## config.mk

```make
export PLATFORM = sky130hd
export DESIGN_NAME = seg_scan_sched
export DESIGN_NICKNAME = d
export VERILOG_FILES = /design/src/rtl/seg_pkg.sv /design/src/rtl/seg_hex_decode.sv /design/src/rtl/seg_scan_sched.sv
export SDC_FILE = /design/constraint.sdc
export NUM_CORES = 1
export LEC_CHECK = 0
export CELL_PAD_IN_SITES_DETAIL_PLACEMENT = 1
export CELL_PAD_IN_SITES_GLOBAL_PLACEMENT = 1
export CORE_AREA = 2 2 84 86
export DETAILED_ROUTE_END_ITERATION = 7
export DIE_AREA = 0 0 86 88
export PLACE_DENSITY_LB_ADDON = 0.1
export SLEW_MARGIN = 10
export SYNTH_ARGS = -nofsm -noshare
export SYNTH_HDL_FRONTEND = slang
export SYNTH_SLANG_ARGS = --single-unit
```

## constraint.sdc

```tcl
create_clock -name clk -period 2.1 [get_ports clk]
set_input_delay 0.21 -clock clk [delete_from_list [all_inputs] [get_ports clk]]
set_output_delay 0.21 -clock clk [all_outputs]
set_load 0.05 [all_outputs]
```

## src/rtl/seg_pkg.sv

```systemverilog
// Shared types and constants for the seven-segment scan scheduler.
package seg_pkg;

  localparam int NUM_DIGITS = 4;

  typedef logic [15:0] seg_word_t;

  typedef enum logic {OWN_CPU, OWN_DBG} arb_owner_t;

endpackage

```

## src/rtl/seg_hex_decode.sv

```systemverilog
// Combinational hex nibble to segment pattern, bit order {dp,g,f,e,d,c,b,a}, 1 = lit.
module seg_hex_decode (
  input  logic [3:0] i_num,
  output logic [7:0] o_light
);

  always_comb begin
    o_light = 8'h00;
    case (i_num)
      4'h0: o_light = 8'h3F;
      4'h1: o_light = 8'h06;
      4'h2: o_light = 8'h5B;
      4'h3: o_light = 8'h4F;
      4'h4: o_light = 8'h66;
      4'h5: o_light = 8'h6D;
      4'h6: o_light = 8'h7D;
      4'h7: o_light = 8'h07;
      4'h8: o_light = 8'h7F;
      4'h9: o_light = 8'h6F;
      4'hA: o_light = 8'h77;
      4'hB: o_light = 8'h7C;
      4'hC: o_light = 8'h39;
      4'hD: o_light = 8'h5E;
      4'hE: o_light = 8'h79;
      4'hF: o_light = 8'h71;
      default: o_light = 8'h00;
    endcase
  end

endmodule

```

## src/rtl/seg_scan_sched.sv

```systemverilog
// 4-digit display scan scheduler with round-robin CPU/debug write arbitration and frame-boundary commit.
// Optional leading-zero blanking is enabled by defining SEG_LZ_BLANK_EN.
module seg_scan_sched
  import seg_pkg::*;
#(
  parameter int SCAN_DIV = 2000,
  parameter int GUARD    = 4
) (
  input  logic                  clk,
  input  logic                  rst,
  input  logic                  cpu_req,
  input  seg_word_t             cpu_data,
  output logic                  cpu_gnt,
  input  logic                  dbg_req,
  input  seg_word_t             dbg_data,
  output logic                  dbg_gnt,
  output logic [NUM_DIGITS-1:0] ena,
  output logic [3:0]            num,
  output logic [7:0]            light,
  output logic                  frame_done
);

  localparam int CW = (SCAN_DIV > 1) ? $clog2(SCAN_DIV) : 1;
  localparam logic [CW-1:0] CNT_LAST = CW'(SCAN_DIV - 1);
  localparam logic [CW-1:0] GUARD_C  = CW'(GUARD);

  logic [CW-1:0] r_cnt;
  logic [1:0]    r_dig;
  seg_word_t     r_active;
  seg_word_t     r_shadow;
  logic          r_dirty;
  arb_owner_t    r_pri;
  logic          r_cpu_gnt;
  logic          r_dbg_gnt;
  logic          r_frame_done;

  logic                  w_slot_end;
  logic                  w_frame_end;
  logic                  w_gap;
  logic                  w_grant_cpu;
  logic                  w_grant_dbg;
  seg_word_t             w_wr_data;
  logic                  w_guard;
  logic [NUM_DIGITS-1:0] w_blank;

  assign w_slot_end  = (r_cnt == CNT_LAST);
  assign w_frame_end = w_slot_end && (r_dig == 2'd3);

  // A grant pulse blocks sampling for one edge so the winner can drop its request.
  assign w_gap       = r_cpu_gnt | r_dbg_gnt;
  assign w_grant_cpu = !w_gap && cpu_req && (!dbg_req || (r_pri == OWN_CPU));
  assign w_grant_dbg = !w_gap && dbg_req && (!cpu_req || (r_pri == OWN_DBG));
  assign w_wr_data   = w_grant_cpu ? cpu_data : dbg_data;

  always_ff @(posedge clk or negedge rst) begin
    if (!rst) begin
      r_cnt <= '0;
      r_dig <= 2'd0;
    end else if (w_slot_end) begin
      r_cnt <= '0;
      r_dig <= r_dig + 2'd1;
    end else begin
      r_cnt <= r_cnt + 1'b1;
    end
  end

  always_ff @(posedge clk or negedge rst) begin
    if (!rst) begin
      r_pri     <= OWN_CPU;
      r_cpu_gnt <= 1'b0;
      r_dbg_gnt <= 1'b0;
    end else begin
      r_cpu_gnt <= w_grant_cpu;
      r_dbg_gnt <= w_grant_dbg;
      if (w_grant_cpu) begin
        r_pri <= OWN_DBG;
      end else if (w_grant_dbg) begin
        r_pri <= OWN_CPU;
      end
    end
  end

  // A write landing on the commit edge goes to shadow and stays dirty for the next frame.
  always_ff @(posedge clk or negedge rst) begin
    if (!rst) begin
      r_active     <= '0;
      r_shadow     <= '0;
      r_dirty      <= 1'b0;
      r_frame_done <= 1'b0;
    end else begin
      r_frame_done <= w_frame_end;
      if (w_frame_end && r_dirty) begin
        r_active <= r_shadow;
        r_dirty  <= 1'b0;
      end
      if (w_grant_cpu || w_grant_dbg) begin
        r_shadow <= w_wr_data;
        r_dirty  <= 1'b1;
      end
    end
  end

`ifdef SEG_LZ_BLANK_EN
  assign w_blank[3] = (r_active[15:12] == 4'h0);
  assign w_blank[2] = w_blank[3] && (r_active[11:8] == 4'h0);
  assign w_blank[1] = w_blank[2] && (r_active[7:4] == 4'h0);
  assign w_blank[0] = 1'b0;
`else
  assign w_blank = '0;
`endif

  assign w_guard = (r_cnt < GUARD_C);

  assign ena        = w_guard ? '0 : ((NUM_DIGITS'(1) << r_dig) & ~w_blank);
  assign num        = r_active[4*r_dig +: 4];
  assign cpu_gnt    = r_cpu_gnt;
  assign dbg_gnt    = r_dbg_gnt;
  assign frame_done = r_frame_done;

  seg_hex_decode u_decode (
    .i_num   (num),
    .o_light (light)
  );

endmodule

```

==> impl_metrics.ini <==
[routing]
antenna_left = 0
first_pass_iters = 4
wl_per_cell_um = 14.7
wirelength_um = 5540
num_vias = 1869
vias_per_cell = 4.97
drc_errors = 0
drt_iter0_drc = 59

[place]
place.gp.congestion = 0.773
dp.cells = 368
dpl_worst_slack_ns = -0.0290
dpl.hpwl_um = 4170
io_buffers = 53

[floorplan]
die_x_um = 86
rows = 30
chipHeight_um = 88
core-area_um2 = 6640
initial_core_util_pct = 39.1
ios = 55
design.die.area_um2 = 7570

[clock_network]
cts_max_path_buffers = 2
clockRootBuffer = clkbuf_8
cts.clk_slew.worst_paths_ns = 0.09
cts_tree = built
numCtsBuffers = 5
hold_buffers = 0
htreeDepth = 2
clock_latency_ns = 0.31
cts.sinks = 50

[layout]
area_growth_pct = 38.4
fillers = 705
final_nets = 344
layoutNonFillerInstCount = 376
num_antenna_cells = 0
drive_above_1_share_pct = 29.1

[pwr]
p_switching_mw = 0.682
pwr-share-comb_pct = 21.6
p_total_mw = 2.47
p_sw_share_pct = 27.7
p_seq_share_pct = 50.4
clock_power_share_pct = 28.0
vdd_ir_drop_max_uv = 552
power_density_nw_per_um2 = 686
intPower_mw = 1.78
p_leak_nw = 1.68

[run_status]
outcome = finished with violations
violations = negative hold slack, negative setup slack

[timing]
final_hold_viol_count = 7
fin_skew_ns = 0.0113
slew_violations = 0
finalSetupTns_ns = -1.50
min_period_over_period_pct = 111
relSlewSlack_pct = 58.1
setup_viol = 7
holdWs_ns = -0.0137
fin_ws_ns = -0.230
grt_setup_unrepaired = true
timing_worst_slew_pin_value_ns = 0.629
min_period_ns = 2.33
fmax_ghz = 0.429

[yosys]
synthTopCellsByCount = dfrtp_1 (50), nor2_1 (26), a21oi_1 (24)
synth_top_cell_area_share_pct = 48.2
yosys.cell_count.top_type = dfrtp_1
syn_area_um2 = 2590
async_flop_share_pct = 100
synthCells = 232
ys_ff_latch = 50
yosys.area.top_type = dfrtp_1
synth-seq-area-share_pct = 48.2
yosysWarnings = 0
synth_ff_type = dfrtp_1
synth_edf_count = 0
synth.area.top_cells = dfrtp_1 (48%), mux2i_1 (6.2%), ha_1 (5.8%)
ys_types = 38
avgSynthCellArea_um2 = 11.2
syn_nets = 280

[run]
maxCapViolations = 0

[grt]
grt_pass1_wl_um = 9420
grt_max_degree = 51
antenna_found_initial = 0
grt_use_total_pct = 16.1
gr-total-overflow = 0
grt_pass1_vias = 1898

[critical_path]
critPathMaxFanout = 5
crit_required_ns = 1.89
arrival_ns = 2.12
cp-end-kind = output port
criticalPathCategory = reg -> out
crit_path_start_kind = flop
r2r_setup_slack_ns = 0.16

[min_path]
min_path_type = in -> async
==> worst max-delay path, stage by stage (launching register included) <==
cell and delay (ns):
dfrtp_2 0.43, mux4_2 0.62, inv_4 0.13, ha_4 0.14, nor2b_2 0.15, nor3_2 0.06
a21oi_4 0.13, buf_12 0.15
==> final timing paths <==
kind	cells after the start	to	from
worst max-delay path	7	light[4]	r_dig[0]
worst min-delay path	2	r_cnt[3]	rst
worst max register to register	5	r_active[10]	r_cnt[0]
worst min register to register	1	r_cnt[0]	r_cnt[0]
max in group asynchronous	2	r_dig[0]	rst
min in group clk	1	r_cnt[0]	r_cnt[0]
==> final cells by class <==
class | count | area [µm²] | share of cell area, %
multi-input cells | 162 | 1400 | 39.0
flip-flops and latches | 50 | 1250 | 34.9
repair buffers | 68 | 686 | 19.1
well taps | 80 | 100 | 2.79
clock buffers | 6 | 82.6 | 2.30
inverters | 9 | 38.8 | 1.08
clock inverters | 1 | 30.0 | 0.836
==> power by group through the flow <==
stage	combinational, mW	sequential, mW	clock [mW]
6_report	0.533	1.24	0.691
5_1_grt	0.595	1.27	0.755
4_1_cts	0.543	1.25	0.715
3_5_place_dp	0.541	1.27	0
3_3_place_gp	0.527	1.26	0
2_1_floorplan	0.325	1.25	0
==> stage by stage <==
stage	utilization, %	area [µm²]
3_3_place_gp	50.9	3380
5_1_grt	54.0	3590
2_1_floorplan	-	2690
3_5_place_dp	50.9	3380
4_1_cts	53.7	3570
6_report	54.0	3590
==> placed cells by master, fill, tap and decap left out, types with 3 or more instances in the layout <==
cell type        Yosys  layout
clkdlybuf4s50_1      0      37
ha_4                 0       3
dfrtp_1             50      49
inv_1                9       7
mux2_2               6       6
a21oi_1             24      18
a21oi_2              0       4
nor2_1              26      26
o21ai_0              4       3
and2_1               7       7
xor2_1               6       6
or3_1                3       3
buf_6                1       6
clkbuf_8             0       6
nand3_1              6       6
nand2_1              9       8
mux2i_1             16      16
mux2_4              10      10
ha_1                12       7
buf_12               0       5
mux4_2               4       4
buf_4                1      19
nand4_1              3       3
==> flip-flops by register name, summed over array words and instances, names as in the netlist <==
signal / count
cpu_gnt: 1
r_cnt: 11
r_dirty: 1
r_shadow: 16
r_dig: 2
frame_done: 1
r_pri: 1
dbg_gnt: 1
r_active: 16
==> logic make-up after synthesis <==
| logic type | count (synthesis) | synth area share [%] |
|---|---|---|
| mux | 36 | 18.0 |
| simple gates | 71 | 14.4 |
| buf+inv | 20 | 3.57 |
| other cells | 1 | 0.145 |
| flops | 50 | 48.2 |
| xor+xnor | 8 | 2.70 |
| compound gates | 34 | 7.14 |
| fa+ha+maj | 12 | 5.79 |
==> timing repair <==
item | in CTS | in global routing
resized for setup | 19 | 5
pin swaps | 2 | 1
endpoints found under the setup margin | 8 | 8
buffers inserted | 1 | 0
==> routing by layer <==
metal | share of wire, % | global-route usage [%]
met5 | 0 | 0
met4 | 1.3 | 4.33
met3 | 3.4 | 3.30
met2 | 46 | 25.3
met1 | 50 | 22.8
Power figures use the tool's default switching activity.
